==> config.mk <==
export PLATFORM = sky130hd
export DESIGN_NAME = fp_fcsr
export DESIGN_NICKNAME = d
export VERILOG_FILES = /design/src/rtl/fp_pkg.sv /design/src/rtl/fp_rm_resolve.sv /design/src/rtl/fp_fcsr.sv
export SDC_FILE = /design/constraint.sdc
export NUM_CORES = 1
export LEC_CHECK = 0
export CORE_ASPECT_RATIO = 1.4
export CORE_MARGIN = 5
export CORE_UTILIZATION = 38
export CTS_BUF_LIST = sky130_fd_sc_hd__clkbuf_2
export CTS_CLUSTER_SIZE = 25
export DETAILED_ROUTE_END_ITERATION = 8
export PLACE_DENSITY = 0.95
export SLEW_MARGIN = 20
export SYNTH_ARGS = -nofsm -noshare
export SYNTH_HDL_FRONTEND = slang
export SYNTH_SLANG_ARGS = --single-unit
==> constraint.sdc <==
create_clock -name clk -period 2.6 [get_ports clk]
set_input_delay 0.52 -clock clk [delete_from_list [all_inputs] [get_ports clk]]
set_output_delay 0.52 -clock clk [all_outputs]
set_load 0.05 [all_outputs]
==> src/rtl/fp_pkg.sv <==
// fp_pkg: shared constants and types for the FP control/status path
package fp_pkg;
  localparam logic [11:0] CSR_FFLAGS = 12'h001;
  localparam logic [11:0] CSR_FRM    = 12'h002;
  localparam logic [11:0] CSR_FCSR   = 12'h003;
  localparam logic [1:0] CSR_RW = 2'b01;
  localparam logic [1:0] CSR_RS = 2'b10;
  localparam logic [1:0] CSR_RC = 2'b11;
  localparam int FLAG_NV = 4;
  localparam int FLAG_DZ = 3;
  localparam int FLAG_OF = 2;
  localparam int FLAG_UF = 1;
  localparam int FLAG_NX = 0;
  localparam logic [2:0] RM_RNE = 3'b000;
  localparam logic [2:0] RM_RTZ = 3'b001;
  localparam logic [2:0] RM_RDN = 3'b010;
  localparam logic [2:0] RM_RUP = 3'b011;
  localparam logic [2:0] RM_RMM = 3'b100;
  localparam logic [2:0] RM_DYN = 3'b111;
  typedef enum logic {IDLE, RESP} csr_state_t;
endpackage

==> src/rtl/fp_rm_resolve.sv <==
// fp_rm_resolve: picks the effective rounding mode and flags reserved encodings
module fp_rm_resolve
  import fp_pkg::*;
(
  input  logic [2:0] frm,
  input  logic [2:0] instr_rm,
  output logic [2:0] eff_rm,
  output logic       rm_illegal
);
  assign eff_rm     = (instr_rm == RM_DYN) ? frm : instr_rm;
  assign rm_illegal = eff_rm > RM_RMM;
endmodule

==> src/rtl/fp_fcsr.sv <==
// fp_fcsr: sticky FP flags, frm storage, Zicsr access port and rm resolution
module fp_fcsr
  import fp_pkg::*;
#(
  parameter logic [2:0] RST_FRM = 3'b000
) (
  input  logic        clk,
  input  logic        rst_n,
  input  logic        csr_valid,
  input  logic [1:0]  csr_op,
  input  logic [11:0] csr_addr,
  input  logic [31:0] csr_wdata,
  input  logic        csr_wen,
  output logic        csr_rvalid,
  output logic [31:0] csr_rdata,
  output logic        csr_illegal,
  input  logic        fp_flag_valid,
  input  logic [4:0]  fp_flags,
  input  logic [2:0]  instr_rm,
  output logic [2:0]  eff_rm,
  output logic        rm_illegal,
  output logic [4:0]  fflags_o
);
  csr_state_t state, state_nxt;
  logic [4:0]  fflags, fflags_nxt;
  logic [2:0]  frm, frm_nxt;
  logic        legal, wr;
  logic [31:0] old_val, new_val;

  fp_rm_resolve u_rm (.frm(frm), .instr_rm(instr_rm), .eff_rm(eff_rm), .rm_illegal(rm_illegal));

  assign fflags_o   = fflags;
  assign csr_rvalid = state == RESP;

  // Next-state, CSR read/modify value and register updates
  always_comb begin
    state_nxt  = csr_valid ? RESP : IDLE;
    legal      = (csr_addr == CSR_FFLAGS || csr_addr == CSR_FRM || csr_addr == CSR_FCSR) && csr_op != 2'b00;
    old_val    = csr_addr == CSR_FFLAGS ? {27'b0, fflags} :
                 csr_addr == CSR_FRM    ? {29'b0, frm} : {24'b0, frm, fflags};
    new_val    = csr_op == CSR_RW ? csr_wdata :
                 csr_op == CSR_RS ? old_val | csr_wdata : old_val & ~csr_wdata;
    wr         = csr_valid && legal && csr_wen;
    fflags_nxt = ((wr && csr_addr != CSR_FRM) ? new_val[4:0] : fflags) | (fp_flag_valid ? fp_flags : 5'b0);
    frm_nxt    = !wr ? frm : csr_addr == CSR_FRM ? new_val[2:0] : csr_addr == CSR_FCSR ? new_val[7:5] : frm;
  end

  // State, CSR fields and response capture; reset drops any pending response
  always_ff @(posedge clk or negedge rst_n) begin
    if (!rst_n) begin
      state       <= IDLE;
      fflags      <= 5'b0;
      frm         <= RST_FRM;
      csr_rdata   <= 32'b0;
      csr_illegal <= 1'b0;
    end else begin
      state       <= state_nxt;
      fflags      <= fflags_nxt;
      frm         <= frm_nxt;
      csr_illegal <= csr_valid && !legal;
      if (csr_valid) csr_rdata <= legal ? old_val : 32'b0;
    end
  end
endmodule

==> run summary <==
The run finished with clean final reports. The count of H-tree levels built during CTS is 1. The share of synthesized registers carrying an async set or reset came out at 100%. The worst hold path terminates at csr_rdata[4]$_DFFE_PN0P_. The routability-driven placement congestion ratio is 0.874. In this run the horizontal extent of the chip is 60.7 um. The floorplan has 25 rows.

The buffer count from post-CTS setup fixing is 0. The layout has 322 filler cells. The startpoint identified for the worst register-to-register timing path is frm[0]$_DFFE_PN0P_.

The yosys synthesis warning count is 0. The DRC marker count from the first detailed-route iteration came out at 45. In this run the register-to-register setup slack is 1350 ps. The post-synthesis register bit count is 18. Setup repair after global routing left no endpoint under its margin. Setup violations remaining at the end of the flow were counted as 0.

The total routing resource utilization after global routing came out at 14.8%. The cell sitting at the root of the clock tree is a clkbuf_2. The length in cells of the worst reg-to-reg path is 4. The per-instance average area after synthesis came out at 8.50 um^2. The placeable core area came out at 3440 um^2.

At the pin with the least slew margin, the transition time is 781 ps. At the end of the flow the core is filled with cells to 55.8%. The number of flops mapped to enable cells by yosys came out at 0. The number of buffer cells added on primary ports came out at 53. The layout overhead on the synthesized area came out at 40.3%.

The number of global-route vias before repair came out at 1317. The fraction of final layout cells with drive strength greater than 1 came out at 8.72%. The total length of routed wires is 3.57 mm. For this run, the slowest stage of the critical path takes 670 ps.

The maximum buffer depth of the clock tree is 2. After synthesis, the cell types taking the most area are dfrtp_1, buf_4, inv_1. The clock latency reported for the late side of the worst-skew pair is 290 ps.

The synthesized design spends more area on one cell type than any other, namely dfrtp_1. The number of nets in the final layout is 279. The total inserted antenna cells came out at 0.

The total standard cell area after synthesis came out at 1370 um^2. STA classifies the critical path startpoint as a primary input. The fraction of the yosys area taken by sequential cells is 32.9%. The count of non-filler cells in the finished layout came out at 258.

The number of sinks handled by clock tree synthesis came out at 18. The I/O pin count came out at 102. The instance count of the mapped netlist came out at 161. The critical path's slowest cell is or4_1.

The detailed placer's ending HPWL is 3.09 mm. Sorting the synthesized cells by how often they occur yields buf_4, dfrtp_1, inv_1. Derived from the worst setup path, the maximum achievable clock frequency is 0.421 GHz. In this run the critical register-to-register path is captured at frm[0]$_DFFE_PN0P_. The cell seen most often among critical-path stages is or4_1.

The initial antenna violation count came out at 0. STA puts the critical path data required time at 2790 ps. The vertical die dimension is 81.0 um. The pin count of the biggest net entering global routing came out at 19. TritonCTS built the clock tree.

The hold-critical path depth is 2. The leakage power summed over all cells came out at 0.833 nW. The count of pins over their slew limit is 0. In the post-synthesis netlist, the cell with the most instances is buf_4. After layout, the worst path uses 91.3% of the clock period. The worst clock skew came out at 5.99 ps.

The number of hold buffers added after cts is 0. The via count came out at 1345. The number of resized instances in the post-cts repair step is 0. The clock slew seen by the registers of the worst setup and hold paths came out at 160 ps. In this run, placement finished with an instance count of 255.

The final number of hold-violating endpoints was 0. Counting distinct cell types in the post-synthesis netlist gives 38. Walking the worst path, the cells encountered are clkdlybuf4s50_1, or4_1, or4_1, o21ai_0, o211ai_1. The total clock buffers created by CTS is 3. The effective utilization at floorplan came out at 39.8%. The maximum vdd drop came out at 0.182 mV. The post-layout minimum cycle time came out at 2370 ps. The top-area cell type share of the netlist area came out at 32.9%.

The count of nets left with antenna violations once routing finished came out at 0. The via density per instance is 5.21. The global route total overflow came out at 0. The critical path class is in2reg. The number of detailed-routing iterations run before antenna repair is 4. The tightest slew margin relative to the limit came out at 47.8%. The origin of the worst min-delay path is csr_rdata[4]$_DFFE_PN0P_. The floorplan die area came out at 4920 um^2. In this run the worst hold path is classified as reg2reg. The main flop type after synthesis is dfrtp_1. The arrival time at the worst endpoint came out at 2570 ps. The largest driver fanout on the critical path came out at 7. On the critical path the largest part of the delay comes from simple AND/OR/NAND/NOR gates. The total DRC errors in the routed layout is 0.

The routed length per instance came out at 13.8 um. The worst setup path is captured at a flip-flop. The power density relative to cell area came out at 328 nW/um^2. The reported max-cap violation count is 0. The count of buffer and inverter cells on the critical path came out at 1. The global-route wire length before repair is 5.71 mm.
-- per-layer routing --
layer / wire (um) / vias to the layer above / GRT usage [%]
met3: 365 / 8 / 1.43
met5: 0 / - / 0
met2: 1890 / 85 / 26.1
met4: 82 / 0 / 6.72
li1: - / 650 / -
met1: 1240 / 602 / 17.7
-- cells in the final DEF, fill, tap and decap left out, types with 5 or more instances in the layout --
| master | synthesis | final |
|---|---|---|
| and2_1 | 6 | 6 |
| buf_4 | 24 | 12 |
| clkdlybuf4s50_1 | 0 | 49 |
| conb_1 | 1 | 24 |
| dfrtp_1 | 18 | 18 |
| inv_1 | 18 | 18 |
| mux2i_1 | 6 | 6 |
| nand2_1 | 8 | 8 |
| nand4_1 | 5 | 5 |
| o211ai_1 | 5 | 5 |
| o21ai_1 | 5 | 5 |
| o22ai_1 | 7 | 7 |
-- through the flow --
stage | setup TNS (ps) | total power [mW] | worst slack, ps | area, um^2 | hold slack, ps
3_5_place_dp | -381 | 0.523 | -81.3 | 1910 | 509
3_3_place_gp | -364 | 0.518 | -80.3 | 1910 | 502
5_1_grt | 0 | 0.663 | 175 | 1920 | 555
2_1_floorplan | 0 | 0.457 | 107 | 1460 | 224
4_1_cts | 0 | 0.632 | 252 | 1920 | 529
6_report | 0 | 0.631 | 225 | 1920 | 526
-- cell families after synthesis --
| family | share of synthesized area (%) |
|---|---|
| buffers and inverters | 21.0 |
| AOI/OAI and AO/OA | 19.7 |
| and+or+nand+nor | 19.2 |
| DFF | 32.9 |
| muxes | 4.39 |
| other | 0.274 |
| xor gates and xnor gates | 2.56 |
-- registers in the layout (all words and copies together) (netlist names) --
name,flops
csr_rdata,8
csr_illegal,1
csr_rvalid,1
fflags_o,5
frm,3
-- power breakdown --
part	switching, mW	total, mW	internal [mW]
combinational	0.154	0.236	0.0822
clock	0.0811	0.113	0.0315
sequential	0.000482	0.282	0.282
total	0.235	0.631	0.395
-- worst register-to-register path: stages (launching register included) --
cell and delay, ps:
dfrtp_1 520, nor2_1 80, a211oi_1 280, mux2i_1 120
o211ai_1 180
-- layout make-up --
class                      count  area (um^2)  share of cell area (%)
multi-input combinational    116          717                    37.3
tap                           40         50.0                    2.61
timing repair buffer          63          621                    32.3
sequential                    18          450                    23.5
clock buffer                   3         15.0                   0.782
inverter                      18         67.6                    3.52
-- worst max path at each step --
| stage | depth (start not counted) | slack [ps] | startpoint | endpoint |
|---|---|---|---|---|
| after global routing | 5 | 180 | csr_addr[5] | fflags_o[1]$_DFF_PN0_ |
| after CTS | 5 | 250 | csr_addr[5] | frm[0]$_DFFE_PN0P_ |
| after floorplan | 2 | 110 | instr_rm[0] | rm_illegal |
| final | 5 | 230 | csr_addr[5] | frm[1]$_DFFE_PN0P_ |
| after global placement | 5 | -80 | csr_addr[5] | frm[0]$_DFFE_PN0P_ |
| after detailed placement | 5 | -80 | csr_addr[5] | frm[1]$_DFFE_PN0P_ |
Note: power is estimated with default switching activity, not from simulation.
==> variant, RTL diff (same flow settings) <==
Make the reset (`rst_n`) synchronous in one clocked block.
--- a/src/rtl/fp_fcsr.sv
+++ b/src/rtl/fp_fcsr.sv
@@ -48,3 +48,3 @@
   // State, CSR fields and response capture; reset drops any pending response
-  always_ff @(posedge clk or negedge rst_n) begin
+  always_ff @(posedge clk) begin
     if (!rst_n) begin
Function: differs if rst_n is asserted again (counterexample within 4 cycles, from zero or initial values and one cycle with rst_n low); with rst_n held inactive, the same outputs for 10 cycles.
==> variant against the unedited design <==
Routed wire length increased by 2.9%. Total power grew 7.9%. Clock skew rose by 0.0070 ns. Worst setup slack got worse by 0.11 ns. Sequential cell count unchanged. First-iteration DRC count shrank 4.4%. Global-route usage grew 0.34 points. Cell area fell by 2.7%. Area after synthesis is 4.5% lower. Via count up 2.4%. Hold slack worse by 0.050 ns.
==> variant: results (changes against the unedited design) <==
[synthesis]
synthTopCellsByArea=dfxtp_1, buf_4, a221oi_1
synth_cell_type_count=34  ; -11%
ys_seq_area_frac=0.276  ; -0.0535
synth_area_per_cell_um2=8.12  ; -4.5%

[timing]
clock.fmax_ghz=0.403  ; -4.4%
clock_skew_ns=0.0130  ; +0.00698 ns
worst_slew_pin_slew_ns=0.506  ; -0.275 ns

[detailed_routing]
drt_iter0_drc=43  ; -4.4%
post_drt_wl_per_cell_um=14.3  ; +2.9%
viasPerCell=5.34  ; +2.4%
via_count=1377  ; +2.4%

[run_status]
status=finished clean

[pwr]
peakVddDrop_v=0.000226  ; +24%
p_leak_uw=0.000663  ; -20%

[global_route]
gr-usage-met2=0.271  ; +0.0101
first_global_vias=1298  ; -1.4%
grt_pass1_wl_um=5660  ; -0.84%
grt_util_met1=0.177  ; about the same
grt_max_degree=15  ; -4

[setup_path]
max_stage_delay_ns=0.60  ; -0.07 ns
reg2reg_from=fflags_o[1]
critical_path.slowest_cell=or4_4

[place]
dp_hpwl_um=3010  ; -2.3%
place_area_um2=1850  ; -2.7%
gp_congestion=0.862  ; -1.3%

[layout]
drive_above_1_share=0.0917  ; +0.00459
area_growth_pct=43.0

## variant: cell count changes after synthesis, sizes merged, moves of 7 or more
cell	before	now
dfrtp	18	0
dfxtp	0	18
inv	18	1
o22ai	7	0
a221oi	0	11
nor2	3	15
## variant: kinds of logic (layout without fill, tap and decap cells)
kind of cell / count (synthesis) / after routing / synth area share
simple gates: 56 / 56 / 0.246
buf+inv: 32 / 66 / 0.167
mux: 3 / 3 / 0.0230
compound gates: 45 / 45 / 0.245
xor+xnor: 6 / 6 / 0.0402
other cells: 1 / 24 / 0.00287
flops: 18 / 18 / 0.276
## variant: per-layer routing
layer | wire, µm | share of wire
met4 | 31 | 0.0084
met3 | 320 | 0.087
met5 | 0 | 0
met1 | 1420 | 0.39
met2 | 1900 | 0.52
## variant: how the worst min path moves through the flow
| stage | slack, ns | end |
|---|---|---|
| 3_5_place_dp | 0.45 | csr_rdata[0] |
| 5_1_grt | 0.51 | csr_rdata[0] |
| 3_3_place_gp | 0.44 | csr_rdata[0] |
| 4_1_cts | 0.48 | csr_rdata[0] |
| 6_report | 0.48 | csr_rdata[0] |
| 2_1_floorplan | 0.49 | csr_rdata[5] |
## variant: critical path: cells and delay by family
kind / cells / cell delay [ns]
AOI/OAI and AO/OA: 2 / 0.53
and+or+nand+nor: 2 / 1.19
buffers and inverters: 1 / 0.41
## variant: layout make-up
class	instances	share of cell area
Tap cell	40	0.0268
Timing Repair Buffer	62	0.335
Clock buffer	3	0.00803
Sequential cell	18	0.193
Multi-Input combinational cell	134	0.436
Inverter	1	0.00201
## variant: where the power goes
| group | switching, µW | total, µW | internal (µW) |
|---|---|---|---|
| clock network | 75.4 | 107 | 31.5 |
| logic | 180 | 283 | 104 |
| registers | 7.32 | 290 | 283 |
| total | 263 | 681 | 418 |
